**config.mk**
```make
export PLATFORM = sky130hd
export DESIGN_NAME = morse_char_encoder
export DESIGN_NICKNAME = d
export VERILOG_FILES = /design/src/rtl/morse_char_encoder_pkg.sv /design/src/rtl/morse_rom.sv /design/src/rtl/morse_char_encoder.sv
export SDC_FILE = /design/constraint.sdc
export NUM_CORES = 1
export LEC_CHECK = 0
export CAP_MARGIN = 20
export CORE_UTILIZATION = 40
export CTS_BUF_LIST = sky130_fd_sc_hd__clkbuf_4 sky130_fd_sc_hd__clkbuf_8 sky130_fd_sc_hd__clkbuf_16
export DETAILED_ROUTE_END_ITERATION = 10
export RECOVER_POWER = 25
export SLEW_MARGIN = 20
export SYNTH_ARGS = -nofsm -noshare
export SYNTH_HDL_FRONTEND = slang
export SYNTH_SLANG_ARGS = --single-unit
```
**constraint.sdc**
```tcl
create_clock -name clk -period 5 [get_ports clk]
set_clock_uncertainty 0.05 [all_clocks]
set_input_delay 1.25 -clock clk [delete_from_list [all_inputs] [get_ports clk]]
set_output_delay 1.25 -clock clk [all_outputs]
set_load 0.03 [all_outputs]
```
**src/rtl/morse_char_encoder_pkg.sv**
```systemverilog
// rtl/morse_char_encoder_pkg.sv - shared FSM codes, ITU unit counts and helpers for the Morse encoder
package morse_char_encoder_pkg;

    localparam logic [2:0] ST_IDLE     = 3'd0;
    localparam logic [2:0] ST_LOOKUP   = 3'd1;
    localparam logic [2:0] ST_MARK     = 3'd2;
    localparam logic [2:0] ST_ELEM_GAP = 3'd3;
    localparam logic [2:0] ST_CHAR_GAP = 3'd4;
    localparam logic [2:0] ST_WORD_GAP = 3'd5;

    localparam int DOT_UNITS      = 1;
    localparam int DASH_UNITS     = 3;
    localparam int ELEM_GAP_UNITS = 1;
    localparam int CHAR_GAP_UNITS = 3;
    localparam int WORD_GAP_UNITS = 4;

    typedef struct packed {
        logic       valid;
        logic [2:0] len;
        logic [4:0] pat;
    } morse_code_t;

    function automatic morse_code_t mc(input logic [2:0] len, input logic [4:0] pat);
        morse_code_t c;
        c.valid = 1'b1;
        c.len   = len;
        c.pat   = pat;
        return c;
    endfunction

    function automatic logic [7:0] fold_case(input logic [7:0] ch);
        if (ch >= 8'h61 && ch <= 8'h7A)
            return ch & 8'hDF;
        return ch;
    endfunction

    function automatic logic dash_at(input logic [4:0] pat, input logic [2:0] idx);
        logic [4:0] sh;
        sh = pat >> idx;
        return sh[0];
    endfunction

    // A 2-bit load of 4 wraps to 0; counting 0,3,2,1 still yields four ticks.
    function automatic logic [1:0] units_load(input int units);
        return 2'(units);
    endfunction

endpackage

```
**src/rtl/morse_rom.sv**
```systemverilog
// rtl/morse_rom.sv - combinational ASCII to Morse lookup; pattern right-aligned, 1 = dash
module morse_rom
    import morse_char_encoder_pkg::*;
(
    input  logic [7:0] ch,
    output logic [2:0] len,
    output logic [4:0] pat,
    output logic       valid
);

    logic [7:0]  up;
    morse_code_t code;

    always_comb begin
        up   = fold_case(ch);
        code = '0;
        case (up)
            8'h20: code = mc(3'd0, 5'b00000);
            8'h41: code = mc(3'd2, 5'b00001);
            8'h42: code = mc(3'd4, 5'b01000);
            8'h43: code = mc(3'd4, 5'b01010);
            8'h44: code = mc(3'd3, 5'b00100);
            8'h45: code = mc(3'd1, 5'b00000);
            8'h46: code = mc(3'd4, 5'b00010);
            8'h47: code = mc(3'd3, 5'b00110);
            8'h48: code = mc(3'd4, 5'b00000);
            8'h49: code = mc(3'd2, 5'b00000);
            8'h4A: code = mc(3'd4, 5'b00111);
            8'h4B: code = mc(3'd3, 5'b00101);
            8'h4C: code = mc(3'd4, 5'b00100);
            8'h4D: code = mc(3'd2, 5'b00011);
            8'h4E: code = mc(3'd2, 5'b00010);
            8'h4F: code = mc(3'd3, 5'b00111);
            8'h50: code = mc(3'd4, 5'b00110);
            8'h51: code = mc(3'd4, 5'b01101);
            8'h52: code = mc(3'd3, 5'b00010);
            8'h53: code = mc(3'd3, 5'b00000);
            8'h54: code = mc(3'd1, 5'b00001);
            8'h55: code = mc(3'd3, 5'b00001);
            8'h56: code = mc(3'd4, 5'b00001);
            8'h57: code = mc(3'd3, 5'b00011);
            8'h58: code = mc(3'd4, 5'b01001);
            8'h59: code = mc(3'd4, 5'b01011);
            8'h5A: code = mc(3'd4, 5'b01100);
            8'h30: code = mc(3'd5, 5'b11111);
            8'h31: code = mc(3'd5, 5'b01111);
            8'h32: code = mc(3'd5, 5'b00111);
            8'h33: code = mc(3'd5, 5'b00011);
            8'h34: code = mc(3'd5, 5'b00001);
            8'h35: code = mc(3'd5, 5'b00000);
            8'h36: code = mc(3'd5, 5'b10000);
            8'h37: code = mc(3'd5, 5'b11000);
            8'h38: code = mc(3'd5, 5'b11100);
            8'h39: code = mc(3'd5, 5'b11110);
            default: code = '0;
        endcase
    end

    assign len   = code.len;
    assign pat   = code.pat;
    assign valid = code.valid;

endmodule

```
**src/rtl/morse_char_encoder.sv**
```systemverilog
// rtl/morse_char_encoder.sv - one-character-at-a-time Morse player driving an active-low LED
module morse_char_encoder
    import morse_char_encoder_pkg::*;
#(
    parameter int unsigned UNIT_CYCLES = 24'h493E00,
    parameter int          CNT_W       = 24
) (
    input  logic       clk,
    input  logic       rst,
    input  logic       char_valid,
    input  logic [7:0] char_data,
    output logic       char_ready,
    output logic       led_n,
    output logic       busy,
    output logic       char_err
);

    logic [2:0]       state, state_nx;
    logic [7:0]       char_q;
    logic [2:0]       idx, idx_nx;
    logic [CNT_W-1:0] unit_cnt;
    logic [1:0]       units_left, units_ld;
    logic             tick, last_tick, enter;
    logic [2:0]       rom_len;
    logic [4:0]       rom_pat;
    logic             rom_valid;

    morse_rom u_rom (
        .ch    (char_q),
        .len   (rom_len),
        .pat   (rom_pat),
        .valid (rom_valid)
    );

    assign tick       = (unit_cnt == CNT_W'(UNIT_CYCLES - 1));
    assign last_tick  = tick && (units_left == 2'd1);
    assign char_ready = (state == ST_IDLE);
    assign busy       = (state != ST_IDLE);
    assign char_err   = (state == ST_LOOKUP) && !rom_valid;
    assign enter      = (state_nx != state);

    always_comb begin
        state_nx = state;
        idx_nx   = idx;
        units_ld = 2'd0;
        case (state)
            ST_IDLE: begin
                if (char_valid)
                    state_nx = ST_LOOKUP;
            end
            ST_LOOKUP: begin
                if (!rom_valid) begin
                    state_nx = ST_IDLE;
                end else if (rom_len == 3'd0) begin
                    state_nx = ST_WORD_GAP;
                    units_ld = units_load(WORD_GAP_UNITS);
                end else begin
                    state_nx = ST_MARK;
                    idx_nx   = rom_len - 3'd1;
                    units_ld = dash_at(rom_pat, rom_len - 3'd1) ? units_load(DASH_UNITS)
                                                                : units_load(DOT_UNITS);
                end
            end
            ST_MARK: begin
                if (last_tick) begin
                    if (idx == 3'd0) begin
                        state_nx = ST_CHAR_GAP;
                        units_ld = units_load(CHAR_GAP_UNITS);
                    end else begin
                        state_nx = ST_ELEM_GAP;
                        units_ld = units_load(ELEM_GAP_UNITS);
                    end
                end
            end
            ST_ELEM_GAP: begin
                if (last_tick) begin
                    state_nx = ST_MARK;
                    idx_nx   = idx - 3'd1;
                    units_ld = dash_at(rom_pat, idx - 3'd1) ? units_load(DASH_UNITS)
                                                            : units_load(DOT_UNITS);
                end
            end
            ST_CHAR_GAP, ST_WORD_GAP: begin
                if (last_tick)
                    state_nx = ST_IDLE;
            end
            default: state_nx = ST_IDLE;
        endcase
    end

    // led_n follows the next state so it changes on the same edge as the FSM, glitch-free.
    always_ff @(posedge clk or negedge rst) begin
        if (!rst) begin
            state      <= ST_IDLE;
            char_q     <= 8'h00;
            idx        <= 3'd0;
            unit_cnt   <= '0;
            units_left <= 2'd0;
            led_n      <= 1'b1;
        end else begin
            state <= state_nx;
            idx   <= idx_nx;
            led_n <= (state_nx != ST_MARK);
            if (char_valid && char_ready)
                char_q <= char_data;
            if (enter) begin
                unit_cnt   <= '0;
                units_left <= units_ld;
            end else if (state == ST_IDLE || state == ST_LOOKUP || tick) begin
                unit_cnt   <= '0;
                if (tick)
                    units_left <= units_left - 2'd1;
            end else begin
                unit_cnt <= unit_cnt + 1'b1;
            end
        end
    end

endmodule

```
Word-level counts from Yosys, hierarchy flattened

Memory sizes are Yosys's and may differ from the RTL's.
Index checks and enable logic that the tools add are counted.

Register bits: 41
Bits in read-only memories: 1152
Bits of input ports: 11
Output and inout port bits: 4
Word-level logic and storage cells: 73
Memories kept: 1

Add/sub/neg operators: 4
Magnitude comparators: 2
Eq/ne operators: 12
Shift-type cells: 2
Multiplexer cells: 29
Reduce and logical (&&, ||, !) cells: 17

Memories:

| name             | depth | bits a word | read ports | clocked after memory_dff | wr ports | RTL line        | RTL |
|---|---|---|---|---|---|---|---|
| (name not given) | 128   | 9           | 1          | 0                        | 0        | morse_rom.sv:17 | `case (up)` |

Operators with widths:

| kind                                                              | count |
|---|---|
| 2-to-1 mux 24 bit                                                 | 2 |
| 2-to-1 mux 3 bit                                                  | 10 |
| adder 24 x 1 -> 24 bit, second input constant                     | 1 |
| == test 24 x 23 -> 1 bit, second input constant                   | 1 |
| 2-to-1 mux 2 bit                                                  | 10 |
| 2-to-1 mux 8 bit                                                  | 2 |
| case mux 3 bit (5 select lines)                                   | 1 |
| >> shifter 5 x 3 -> 1 bit                                         | 2 |
| zero test 3 bit                                                   | 3 |
| 2-to-1 mux 9 bit                                                  | 1 |
| greater-or-equal comparator 8 x 7 -> 1 bit, second input constant | 1 |
| <= comparator 8 x 7 -> 1 bit, second input constant               | 1 |
| == test 3 x 2 -> 1 bit, second input constant                     | 2 |
| == test 3 bit, second input constant                              | 2 |
| case mux 2 bit (3 select lines)                                   | 1 |
| case mux 3 bit (2 select lines)                                   | 1 |
| nonzero test 2 bit                                                | 3 |
| subtractor 3 x 1 -> 3 bit, second input constant                  | 2 |
| logical AND 1 bit                                                 | 4 |
| inequality test 2 bit, second input constant                      | 2 |
| AND reduction 4 bit                                               | 1 |
| == test 3 x 1 -> 1 bit, second input constant                     | 1 |
| inequality test 3 x 2 -> 1 bit, second input constant             | 1 |
| inequality test 3 bit                                             | 1 |
| 9 further kinds                                                   | 10 |

Depth between registers and ports, before layout

An unclocked memory read counts as a cell.

Depth in word-level cells: 13
Mapped depth: 12
Mapped depth without buffers: 11

Cells and area by module

From an unflattened synthesis, not the netlist that was laid out.

Cells, all modules: 339
Area total of the unflattened synthesis: 2942.8 µm²

By module, submodules not included:

| module             | instances | cells an instance | area each (µm²) | sequential area each (µm²) |
|---|---|---|---|---|
| morse_char_encoder | 1         | 241               | 2296.0          | 1027.2 |
| morse_rom          | 1         | 98                | 646.9           | 0.0 |

Least setup slack after synthesis

No wires, ideal clock.

Path kind: reg2out
Start: reg char_q[1]
End: out char_err
Arrival: 2232 ps
Required time: 3700 ps
Slack: 1468 ps
Cell stages (with the launch flop): 9
Path buffers: 1
Cells stage by stage: dfrtp_1 buf_6 inv_1 ha_1 or3b_1 o21ai_0 a21oi_2 a211oi_2 and3_1

Word-level cells in the longest chain between the ends: 8
Elaborated cells on any way between the ends: 10
Those cells by class: order compare (2); mux (4); reduce/logical (3); memory (1)

Ends and longest elaborated chain:

| what                                                                                              | RTL line                     | RTL |
|---|---|---|
| start: declaration                                                                                | morse_char_encoder.sv:19     | `logic [7:0] char_q;` |
| start signal: assignment                                                                          | morse_char_encoder.sv:105    | `char_q <= char_data;` |
| greater-or-equal comparator 8 x 7 -> 1 bit / <= comparator 8 x 7 -> 1 bit (equally long branches) | morse_char_encoder_pkg.sv:32 | `if (ch >= 8'h61 && ch <= 8'h7A)` |
| logical AND 1 bit                                                                                 | morse_char_encoder_pkg.sv:32 |  |
| 2-to-1 mux 1 bit                                                                                  | morse_char_encoder_pkg.sv:32 |  |
| 2-to-1 mux 8 bit (*)                                                                              | morse_char_encoder_pkg.sv:34 | `return ch;` |
| memory read (128 x 9 bit)                                                                         | n/a                          |  |
| 2-to-1 mux 9 bit (*)                                                                              | morse_rom.sv:17              |  |
| zero test 1 bit (*)                                                                               | n/a                          |  |
| logical AND 1 bit (*)                                                                             | morse_char_encoder.sv:39     | `assign char_err = (state == ST_LOOKUP) && !rom_valid;` |
| end: declaration                                                                                  | morse_char_encoder.sv:15     | `output logic char_err` |

Mark *: on every way between the ends. The rest lies on a longest branch, timed or not. The select of a mux whose other input is x is not followed.

Worst setup path after layout

Same ends and word-level chain as after synthesis.

==> run summary <==
The total track usage is 17.2%. The synthesized instance count came out at about 350. Across the run, the number of max-cap violations was 1. For this run, the post-layout net count is 381.

For the finished layout, the period the worst path requires is 4.60 ns. The leakage power total came out at 1.31 nW. The sequential cell fraction of total power came out at 31.1%. The required time of the worst setup path came out at 3.70 ns. The number of global-route vias before repair came out at 2432. The design internal power is 0.000970 W. The die area is 0.00823 mm².

The largest vdd supply drop is 0.211 mV. The data arrival time at the worst-slack endpoint came out at 3.30 ns. The core region is 0.00745 mm². The worst setup path is launched from a flop. The total standard cell area after synthesis is 0.00315 mm². The fraction of layout instances using a drive strength above 1 is 11.1%. The standard-cell row count is 31. The detailed-route wire length came out at 6660 µm.

The H-tree depth came out at 2. The clock network burns 11.4% of the power. The first detailed-routing pass took 6 iterations. The average via count per standard cell came out at 5.44. After detailed routing, the average wire length per cell comes to 14.5 µm. In this run, synthesis inferred 0 flip-flops with an integrated enable. In this run the worst hold path is classified as flop to flop. After legalization and detailed placement, the total HPWL measured ~4800 µm. For this run, the leading register cell type out of synthesis is dfrtp_1. The critical-path maximum fanout is 16. The overall via count from detail_route is 2492. The total of buffers placed on input and output ports is 14. Setup total negative slack on the finished layout was measured at 0 ns. The initial core utilization came out at 42.3%. The run finished, with violations left.

The total overflow left after global routing is 0. The number of warnings issued by yosys is 0. The number of pins exceeding their max-slew limit in the final report came out at 42. The die is 90.7 µm tall. The later pin in the worst-skew pair is clocked with a latency of around 0.29 ns. The share of synthesized area occupied by flip-flops and latches is 32.6%. The final weighted congestion in routability-driven placement came out at 0.873. Combinational logic is responsible for 57.6% of the overall power. From synthesis to final layout, the design area changed by 7.59%. The critical path is of the flop to output pin type. The post-detailed-route count of antenna-violating nets is 0.

The number of inserted filler cells in the final layout is 762. The power consumption is 0.00192 W. The post-CTS clock slew at the launch and capture registers of the worst setup and hold paths came out at 0.08 ns. The final critical-path setup slack is 0.396 ns. Setup repair after global routing left no endpoint under its margin.

The largest net degree at the start of global routing came out at 42. In this run the count of I/O pins placed on the die edge is 15. The worst setup timing slack at the placement stage came out at between 0.7 and 0.8 ns.

The worst pin sits at a relative slew slack of -51.0%. The first-pass GRT wire length came out at 11600 µm. The slew at the pin with the worst max-slew slack came out at about 2.3 ns.

The count of cell types in the netlist is 76. The final number of hold-violating endpoints was 0. Leaving out fill and tap cells, the most frequent cell in the layout is nor2_1.

In the finished design, the share of the clock period the worst path needs comes to 92.1%. The checks that failed: capacitance limit, slew limit. Gates resized during post-CTS repair numbered 0.

The chip width came out at 90.7 µm. In this run the power density over the cells is 567 mW/mm². The number of DRC violations after detailed-routing iteration 0 came out at 104. The capturing element type of the critical path is an output pin. The total clock sinks came out at 41.

The final count of negative-setup-slack endpoints came out at 0. The maximum root-to-sink buffer count is 2. The top cell types in the final layout, fill and taps aside, are nor2_1 (43), dfrtp_1 (40), nand2_1 (23). In this run, post-CTS hold repair placed 0 buffers.

Clock tree synthesis selected as its root buffer the cell clkbuf_8. The switching share of power is 49.5%. The initial antenna violation count came to 0. The number of antenna diodes in the final layout is 0. The TritonCTS clock tree is yes. In this run, CTS created clock tree buffers numbering 5. The async set or reset register ratio after synthesis is between 90% and 100%. Across all hold checks on the routed design, the worst slack comes to 0.432 ns. After detailed routing, the number of remaining DRC violations is 0. The net load switching power came out at 0.000951 W. The highest attainable clock frequency is 0.217 GHz. The number of nets in the synthesized netlist is 377. Averaged over all synthesized cells, the footprint is 8.89 µm². The register bit count reported by yosys came out at 41.

The number of setup buffers added after CTS is 0.
[area by class of cell]
type,instances,area [µm²],area share (%)
Clock buffer,5,68.8,2.03
Timing Repair Buffer,15,141,4.17
Inverter,20,75.1,2.22
Multi-Input combinational cell,275,1930,57.1
Sequential cell,41,1030,30.3
Tap cell,99,124,3.66
Clock inverter,3,17.5,0.517
[worst max-delay path, cell delays in order (launching register included)]
cell and delay (ns):
dfrtp_1 0.58, inv_1 0.22, ha_1 0.31, or3b_1 0.39, o21ai_0 0.21, a21oi_2 0.06
a211oi_2 0.38, and3_1 0.20, clkdlybuf4s50_1 0.66
[worst paths after layout]
kind / cells after the start / slack [ns] / end / start
worst min-delay path: 1 / 0.43 / unit_cnt[0] / unit_cnt[0]
worst max-delay path: 8 / 0.40 / char_err / char_q[1]
max in group asynchronous: 1 / 2.03 / char_q[4] / rst
min in group asynchronous: 1 / 1.57 / unit_cnt[20] / rst
worst max register to register: 11 / 1.35 / units_left[1] / char_q[1]
worst min register to register: 1 / 0.43 / unit_cnt[0] / unit_cnt[0]
[stage by stage]
step | area (µm²) | std cells | util (%)
after floorplan | 3150 | 354 | -
after global placement | 3300 | 450 | 44.3
after detailed placement | 3300 | 450 | 44.3
after CTS | 3390 | 458 | 45.5
after global routing | 3390 | 458 | 45.5
final | 3390 | 458 | 45.5
[registers in the layout, summed over array words and instances, names as in the netlist]
register	cells
unit_cnt	24
char_q	8
idx	3
state	3
units_left	2
led_n	1
[power by group through the flow]
stage	Combinational (W)	Sequential [W]	Clock, W
finish	0.00111	0.000597	0.000218
detailed placement	0.00111	0.000599	0
floorplan	0.00101	0.000477	0
CTS	0.00111	0.000593	0.000229
global placement	0.00111	0.000598	0
global route	0.00123	0.000621	0.000244
[cell usage after synthesis, drive strengths merged, types with 3 or more instances]
cell,n,area [µm²]
inv,20,75.1
ha,12,150
xnor2,7,61.3
nor2b,4,32.5
nor4b,5,50.0
o22ai,3,18.8
a31oi,4,25.0
o21ai,14,70.1
buf,11,86.3
mux2,4,45.0
nor3b,5,42.5
dfrtp,40,1000
clkbuf,7,26.3
xor2,16,148
a21oi,19,114
nand2b,10,70.1
a311oi,3,32.5
a211oi,7,75.1
or2,3,18.8
nand3b,4,30.0
o211ai,6,60.1
nand4,4,25.0
nand3,16,85.1
nor3,10,50.1
or3,5,36.3
and3,5,31.3
mux2i,4,40.0
nor2,43,161
o31ai,3,22.5
nand2,23,86.3
and2,3,18.8
nor4,3,18.8
[per-layer routing]
metal	GRT usage [%]	share of wire, %	vias to the layer above
li1	-	-	1268
met1	23.1	49	1187
met2	28.3	48	33
met3	2.44	2.4	4
met4	5.78	0.93	0
met5	0	0	-
[cell families (layout without fill, tap and decap cells)]
| logic type | count (synthesis) | count (layout) | share of synthesized area, % |
|---|---|---|---|
| compound gates | 82 | 82 | 21.3 |
| xor+xnor | 23 | 23 | 6.64 |
| fa+ha+maj | 12 | 12 | 4.77 |
| buf+inv | 38 | 43 | 5.96 |
| flops | 41 | 41 | 32.6 |
| mux | 8 | 8 | 2.70 |
| simple gates | 150 | 150 | 26.0 |
Power figures use the tool's default switching activity.
